File: src/rtl/shared_adder_sched_pkg.sv
// Shared types and widths for the round-robin adder scheduler.
// Holds operand/slice widths, the stage-1 pipeline record and the response record.
// Imported by the interface, the arbiter and the top.
package shared_adder_sched_pkg;

  localparam int WIDTH = 12;           // operand / sum width
  localparam int LOW   = 6;            // stage-1 low slice width
  localparam int HIGH  = WIDTH - LOW;  // stage-2 high slice width
  localparam int IDW   = 2;            // requester id width, >= clog2(NREQ)

  // Everything stage 2 needs: the untouched high operands plus the finished low half.
  typedef struct packed {
    logic [IDW-1:0]  id;
    logic [HIGH-1:0] a_hi;
    logic [HIGH-1:0] b_hi;
    logic [LOW-1:0]  lo_sum;
    logic            lo_carry;
  } s1_t;

  typedef struct packed {
    logic [IDW-1:0]   id;
    logic [WIDTH-1:0] sum;
    logic             cout;
  } resp_t;

endpackage

File: src/rtl/shared_adder_sched_if.sv
// Request/response bundle between requesters, the scheduler and the consumer.
// Ports: req_valid/req_ready/req_a/req_b/req_cin (one slice per requester),
//        resp_valid/resp_ready/resp_id/resp_sum/resp_cout. master = environment, slave = scheduler.
interface shared_adder_sched_if #(
  parameter int NREQ = 2
);
  import shared_adder_sched_pkg::*;

  logic [NREQ-1:0]       req_valid;
  logic [NREQ-1:0]       req_ready;
  logic [NREQ*WIDTH-1:0] req_a;
  logic [NREQ*WIDTH-1:0] req_b;
  logic [NREQ-1:0]       req_cin;
  logic                  resp_valid;
  logic                  resp_ready;
  logic [IDW-1:0]        resp_id;
  logic [WIDTH-1:0]      resp_sum;
  logic                  resp_cout;

  modport master (
    output req_valid, req_a, req_b, req_cin, resp_ready,
    input  req_ready, resp_valid, resp_id, resp_sum, resp_cout
  );

  modport slave (
    input  req_valid, req_a, req_b, req_cin, resp_ready,
    output req_ready, resp_valid, resp_id, resp_sum, resp_cout
  );

endinterface

File: src/rtl/shared_adder_sched_rr_arbiter.sv
// Combinational round-robin arbiter: first valid requester at or after i_ptr wins.
// Ports: i_req (valid vector), i_ptr (search start), i_en (grant enable),
//        o_grant (one-hot, gated by i_en), o_winner (index, ungated), o_any (some request pending).
module shared_adder_sched_rr_arbiter #(
  parameter int NREQ = 2,
  parameter int IDW  = 2
) (
  input  logic [NREQ-1:0] i_req,
  input  logic [IDW-1:0]  i_ptr,
  input  logic            i_en,
  output logic [NREQ-1:0] o_grant,
  output logic [IDW-1:0]  o_winner,
  output logic            o_any
);

  always_comb begin
    o_winner = '0;
    o_any    = 1'b0;
    // Outer loop walks priority order ptr, ptr+1, ...; inner loop keeps every
    // bit select on a constant index.
    for (int k = 0; k < NREQ; k++) begin
      for (int i = 0; i < NREQ; i++) begin
        if (!o_any && (i == ((int'(i_ptr) + k) % NREQ)) && i_req[i]) begin
          o_any    = 1'b1;
          o_winner = IDW'(i);
        end
      end
    end
  end

  always_comb begin
    o_grant = '0;
    for (int i = 0; i < NREQ; i++) begin
      o_grant[i] = i_en && o_any && (o_winner == IDW'(i));
    end
  end

endmodule

File: src/rtl/shared_adder_sched.sv
// Shares one 2-stage 12-bit adder (split at bit LOW) among NREQ requesters, round-robin.
// Latency: request presented in cycle N -> resp_valid in cycle N+2; one op per cycle unstalled.
// Backpressure: resp_ready low freezes stage 2; stage 1 then fills and req_ready drops to zero.
// Ports: clk, rst (async, active-high), bus (slave side of shared_adder_sched_if).
module shared_adder_sched
  import shared_adder_sched_pkg::*;
#(
  parameter int NREQ = 2
) (
  input logic                  clk,
  input logic                  rst,
  shared_adder_sched_if.slave  bus
);

  logic             r_s1_vld;
  logic             r_s2_vld;
  s1_t              r_s1;
  resp_t            r_s2;
  logic [IDW-1:0]   r_rr_ptr;

  logic             w_adv1;
  logic             w_adv2;
  logic             w_any;
  logic             w_accept;
  logic [NREQ-1:0]  w_grant;
  logic [IDW-1:0]   w_winner;
  logic [IDW-1:0]   w_ptr_nxt;
  logic [WIDTH-1:0] w_a;
  logic [WIDTH-1:0] w_b;
  logic             w_cin;
  logic [LOW:0]     w_lo;
  logic [HIGH:0]    w_hi;

  // A stage may load when it is empty or its contents move on in the same cycle.
  assign w_adv2   = !r_s2_vld || bus.resp_ready;
  assign w_adv1   = !r_s1_vld || w_adv2;
  // rst gating keeps req_ready low for the whole reset assertion.
  assign w_accept = w_adv1 && w_any && !rst;

  shared_adder_sched_rr_arbiter #(
    .NREQ (NREQ),
    .IDW  (IDW)
  ) u_arb (
    .i_req    (bus.req_valid),
    .i_ptr    (r_rr_ptr),
    .i_en     (w_adv1 && !rst),
    .o_grant  (w_grant),
    .o_winner (w_winner),
    .o_any    (w_any)
  );

  assign bus.req_ready = w_grant;
  assign w_ptr_nxt     = (w_winner == IDW'(NREQ - 1)) ? '0 : w_winner + 1'b1;

  // Operand mux for the winning requester.
  always_comb begin
    w_a   = '0;
    w_b   = '0;
    w_cin = 1'b0;
    for (int i = 0; i < NREQ; i++) begin
      if (w_winner == IDW'(i)) begin
        w_a   = bus.req_a[i*WIDTH +: WIDTH];
        w_b   = bus.req_b[i*WIDTH +: WIDTH];
        w_cin = bus.req_cin[i];
      end
    end
  end

  // Low slice this cycle, high slice next cycle using the registered carry.
  assign w_lo = {1'b0, w_a[LOW-1:0]} + {1'b0, w_b[LOW-1:0]} + {{LOW{1'b0}}, w_cin};
  assign w_hi = {1'b0, r_s1.a_hi} + {1'b0, r_s1.b_hi} + {{HIGH{1'b0}}, r_s1.lo_carry};

  always_ff @(posedge clk or posedge rst) begin
    if (rst) begin
      r_rr_ptr <= '0;
      r_s1_vld <= 1'b0;
      r_s2_vld <= 1'b0;
      r_s1     <= '0;
      r_s2     <= '0;
    end else begin
      if (w_accept) begin
        r_rr_ptr <= w_ptr_nxt;
      end
      if (w_adv1) begin
        r_s1_vld <= w_accept;
        if (w_accept) begin
          r_s1 <= '{id:       w_winner,
                    a_hi:     w_a[WIDTH-1:LOW],
                    b_hi:     w_b[WIDTH-1:LOW],
                    lo_sum:   w_lo[LOW-1:0],
                    lo_carry: w_lo[LOW]};
        end
      end
      // Stage-2 data only changes when a real op arrives, so a stalled
      // response stays bit-stable.
      if (w_adv2) begin
        r_s2_vld <= r_s1_vld;
        if (r_s1_vld) begin
          r_s2 <= '{id:   r_s1.id,
                    sum:  {w_hi[HIGH-1:0], r_s1.lo_sum},
                    cout: w_hi[HIGH]};
        end
      end
    end
  end

  assign bus.resp_valid = r_s2_vld;
  assign bus.resp_id    = r_s2.id;
  assign bus.resp_sum   = r_s2.sum;
  assign bus.resp_cout  = r_s2.cout;

endmodule
File: src/flat_wrapper.sv
// flat-port wrapper written by rule: the top's interface ports become plain ports
module shared_adder_sched_flat import shared_adder_sched_pkg::*;
#(
  parameter int NREQ = 2
)
  (clk, rst, bus_req_valid, bus_req_a, bus_req_b, bus_req_cin, bus_resp_ready, bus_req_ready, bus_resp_valid, bus_resp_id, bus_resp_sum, bus_resp_cout);
  shared_adder_sched_if #(.NREQ(NREQ)) bus_i ();
  input logic clk;
  input logic rst;
  input wire logic [$bits(bus_i.req_valid)-1:0] bus_req_valid;
  input wire logic [$bits(bus_i.req_a)-1:0] bus_req_a;
  input wire logic [$bits(bus_i.req_b)-1:0] bus_req_b;
  input wire logic [$bits(bus_i.req_cin)-1:0] bus_req_cin;
  input wire logic [$bits(bus_i.resp_ready)-1:0] bus_resp_ready;
  output wire logic [$bits(bus_i.req_ready)-1:0] bus_req_ready;
  output wire logic [$bits(bus_i.resp_valid)-1:0] bus_resp_valid;
  output wire logic [$bits(bus_i.resp_id)-1:0] bus_resp_id;
  output wire logic [$bits(bus_i.resp_sum)-1:0] bus_resp_sum;
  output wire logic [$bits(bus_i.resp_cout)-1:0] bus_resp_cout;
  assign bus_i.req_valid = bus_req_valid;
  assign bus_i.req_a = bus_req_a;
  assign bus_i.req_b = bus_req_b;
  assign bus_i.req_cin = bus_req_cin;
  assign bus_i.resp_ready = bus_resp_ready;
  assign bus_req_ready = bus_i.req_ready;
  assign bus_resp_valid = bus_i.resp_valid;
  assign bus_resp_id = bus_i.resp_id;
  assign bus_resp_sum = bus_i.resp_sum;
  assign bus_resp_cout = bus_i.resp_cout;
  shared_adder_sched #(.NREQ(NREQ)) u_core (.clk(clk), .rst(rst), .bus(bus_i));
endmodule
File: config.mk
export PLATFORM = sky130hd
export DESIGN_NAME = shared_adder_sched_flat
export DESIGN_NICKNAME = d
export VERILOG_FILES = /design/src/rtl/shared_adder_sched_pkg.sv /design/src/rtl/shared_adder_sched_if.sv /design/src/rtl/shared_adder_sched_rr_arbiter.sv /design/src/rtl/shared_adder_sched.sv /design/src/flat_wrapper.sv
export SDC_FILE = /design/constraint.sdc
export NUM_CORES = 1
export LEC_CHECK = 0
export ABC_CLOCK_PERIOD_IN_PS = 8390
export CAP_MARGIN = 15
export CORE_MARGIN = 2
export CORE_UTILIZATION = 68
export DETAILED_ROUTE_END_ITERATION = 8
export DONT_BUFFER_PORTS = 1
export PLACE_DENSITY_LB_ADDON = 0.2
export REMOVE_ABC_BUFFERS = 1
export SYNTH_ARGS = -nofsm -noshare
export SYNTH_HDL_FRONTEND = slang
export SYNTH_HIERARCHICAL = 1
export SYNTH_SLANG_ARGS = --single-unit
File: constraint.sdc
create_clock -name clk -period 8.39 [get_ports clk]
set_input_delay 1.678 -clock clk [delete_from_list [all_inputs] [get_ports clk]]
set_output_delay 1.678 -clock clk [all_outputs]
set_load 0.005 [all_outputs]
# Yosys cells after proc, flatten, opt, wreduce, memory -nomap -nowiden
# Index checks and enable logic that the tools add are counted.
totals:
  in_bits: 55
  elab_cells: 60
  reg_bits: 39
  output_inout_bits: 18
classes:
  add_sub_neg: 6
  n_mux: 14
  bitwise_logic: 1
  n_reduce_logical: 26
  eq_ne: 2
op_table:
  columns: ["op", "n"]
  rows:
  - ["32-bit logical NOT", 2]
  - ["12-bit 2-to-1 mux", 4]
  - ["6-bit by 6-bit adder with 7-bit output", 2]
  - ["7-bit by 1-bit adder with 7-bit output", 2]
  - ["1-bit logical AND", 13]
  - ["1-bit 2-to-1 mux", 8]
  - ["1-bit logical NOT", 6]
  - ["2-bit 2-to-1 mux", 2]
  - ["2-bit AND reduction", 2]
  - ["1-bit adder, second input constant", 2]
  - ["2-bit by 1-bit equality test with 1-bit output, second input constant", 1]
  - ["2-bit equality test, first input constant", 1]
  - ["2-bit logical NOT", 1]
  - ["1-bit logical OR", 2]
  - ["1-bit AND, first input constant", 1]

# Longest topological paths before layout
depth:
  word_depth: 20
  depth_mapped: 12
  depth_no_buf: 10

# By module
# Netlist, hierarchy kept.
by_module_without_submodules:
  columns: ["mod", "n_inst", "area_each_um2", "cells_each", "seq_area_each_um2"]
  rows:
  - ["shared_adder_sched", 1, 2292.2, 218, 1001.0]
  - ["shared_adder_sched_rr_arbiter", 1, 45.0, 8, 0.0]

# Worst setup path after synthesis
# OpenSTA, ideal clock, no wires.
synth_path:
  path_type: "input port to output port"
  from: "input port rst"
  to: "output port bus_req_ready[0]"
  slack_ns: 3.723
  path_buffers: 0
  cell_stages: 4
  t_arrival_ns: 2.989
  required_ns: 6.712
  path_cell_list: "inv_1 > and2_1 > nand2_1 > a21oi_1"
synth_via:
  elab_chain_cells: 4
synth_rtl:
  columns: ["element", "line", "rtl"]
  rows:
  - ["start: declaration", "flat_wrapper.sv:9", "input logic rst;"]
  - ["1-bit logical NOT", "shared_adder_sched.sv:46", ".i_en (w_adv1 && !rst),"]
  - ["1-bit logical AND", "shared_adder_sched.sv:46", null]
  - ["1-bit logical AND (2 in a row)", "shared_adder_sched_rr_arbiter.sv:34", "o_grant[i] = i_en && o_any && (o_winner == IDW'(i));"]
  - ["end: declaration", "flat_wrapper.sv:15", "output wire logic [$bits(bus_i.req_ready)-1:0] bus_req_ready;"]
# Every way passes these cells.

# Worst setup path in the final report
# Same ends and word-level chain as after synthesis.

==> flow_summary.yaml <==
outcome:
  status: "finished clean"
min_path:
  hold_end: "u_core/r_s1[2]"
  hold_depth: 2
  hp-class: "reg2reg"
  worst_hold_startpoint: "u_core/r_s1[2]"
clock_tree:
  postCtsHoldBufs: 0
  cts_root_buffer: "clkbuf_4"
  cts.sinks: 39
  numCtsBuffers: 5
  cts_setup_buffers: 0
  clock_path_buffers: 2
  cts_resized: 0
  h-tree-depth: 2
  clk_latency_ps: 350
  path_clk_slew_ps: 110
  cts_tree: "done"
setup_path:
  reg2reg_from: "u_core/r_rr_ptr[0]"
  arrival_ps: 2610
  reg2reg_depth: 11
  rrSetupSlack_ps: 5360
  end_kind: "primary output"
  start_kind: "input pin"
  reg2reg_to: "u_core/r_s1[5]"
  path_class: "in2out"
  timing.critical_path.required_ps: 6710
  cp_max_fo: 41
detailed_routing:
  ant_nets: 0
  drt-total-wl_um: 4150
  wl_per_cell_um: 15.7
  num_vias: 1593
  drc: 0
  drt_iter0_markers: 57
  avgViaCountPerCell: 6.01
  drtPass1Iterations: 4
pwr:
  combPwrFrac_pct: 25.0
  p_leak_nw: 1.12
  swShare_pct: 31.1
  power_density_nw_per_um2: 227
  seq_power_share_pct: 50.6
  p_sw_uw: 169
  vdd.ir_drop.worst_mv: 0.0963
  power.internal_uw: 374
  p_clk_share_pct: 24.4
sta:
  max_freq_mhz: 233
  setup_tns_ps: 0
  hold_violations: 0
  tightest_slew_ps: 801
  fin_crit_sh_pct: 51.1
  clock_skew_ps: 4.94
  slew_violations: 0
  setup_viol: 0
  max_slew_margin_pct: 46.5
  fin_crit_ps: 4290
  rsz0062_at_grt: "false"
cells_and_area:
  nets: 287
  regArea_um2: 976
  multiInputGateArea_um2: 1220
  antennaDiodeCount: 0
  final_cells: 265
  finalInstanceArea_um2: 2390
  final_util_pct: 72.7
  nFillCells: 250
  drive_gt1_share_pct: 12.3
  area_delta_synth_final_pct: 3.98
floorplanning:
  ios: 73
  die_h_um: 62.1
  dieArea_um2: 3860
  die_w_um: 62.1
  core_um2: 3280
  initial_core_util_pct: 69.9
  row_count: 21
synth:
  postSynthCellCount: 222
  ys_warn_count: 6
  synth_area_um2: 2300
  synth_area_per_cell_um2: 10.3
global_routing:
  grt-ovfl-total: 0
  grt_pass1_vias: 1593
  grtUsageTotal_pct: 23.2
  grt_pass1_wl_um: 7060
  grt_max_degree: 45
  antenna_found_initial: 0
place:
  dp.cells: 257
  gp_congestion: 0.837
  port_buffers: 0
  post_dp_cell_area_um2: 2300
  place_hpwl_um: 3040
job:
  drv_cap: 0
[layout by cell type (no fill, tap or decap), types with 5 or more instances in the layout]
master    count
mux2_2       11
ha_1         10
nor2_1       13
dfrtp_1      39
mux2i_1      25
clkbuf_4      5
o21ai_0      11
o31ai_1      15
nand2_1      26
inv_1        10
[worst max-delay path, stage by stage]
cell	delay, ps
inv_1	30
buf_4	430
and2_1	230
nand2_1	60
a21oi_1	180
[state kept, by name, summed over array words and instances (netlist names)]
| register | flops |
|---|---|
| u_core/bus.resp_cout | 1 |
| u_core/bus.resp_id | 2 |
| u_core/bus.resp_sum | 12 |
| u_core/bus.resp_valid | 1 |
| u_core/r_rr_ptr | 1 |
| u_core/r_s1 | 21 |
| u_core/r_s1_vld | 1 |
[per-stage QoR]
stage	power [mW]	setup WS (ps)	hold slack, ps
6_report	0.543	4100	487
5_1_grt	0.578	3970	516
4_1_cts	0.547	4070	492
3_5_place_dp	0.416	4080	466
3_3_place_gp	0.404	4160	463
2_1_floorplan	0.381	3750	445
[how the worst max path moves through the flow]
stage	slack, ps	end	start
2_1_floorplan	3750	bus_req_ready[0]	rst
3_3_place_gp	4160	bus_req_ready[0]	rst
3_5_place_dp	4080	bus_req_ready[0]	rst
4_1_cts	4070	bus_req_ready[0]	rst
5_1_grt	3970	bus_req_ready[0]	rst
6_report	4100	bus_req_ready[0]	rst
[area by class of cell]
cell class	count	area share, %
Timing Repair Buffer	2	0.629
Sequential cell	39	40.9
Tap cell	46	2.41
Clock inverter	2	1.47
Multi-Input combinational cell	160	50.9
Clock buffer	6	2.15
Inverter	10	1.57
[power by group through the flow]
stage                     Sequential (mW)  Clock, mW  Combinational [mW]
after global placement              0.277          0               0.127
after global routing                0.282      0.143               0.153
after detailed placement            0.280          0               0.136
after CTS                           0.276      0.133               0.137
final                               0.275      0.133               0.136
after floorplan                     0.269          0               0.112
[layer usage]
metal  share of wire, %  vias to the layer above  GRT usage [%]
met2                 54                       51           44.0
met3                4.1                        5           3.80
met4                1.7                        0           9.17
met1                 40                      770           25.8
li1                   -                      767              -
met5                  0                        -              0
No activity file was read; power rests on OpenSTA's default activity.
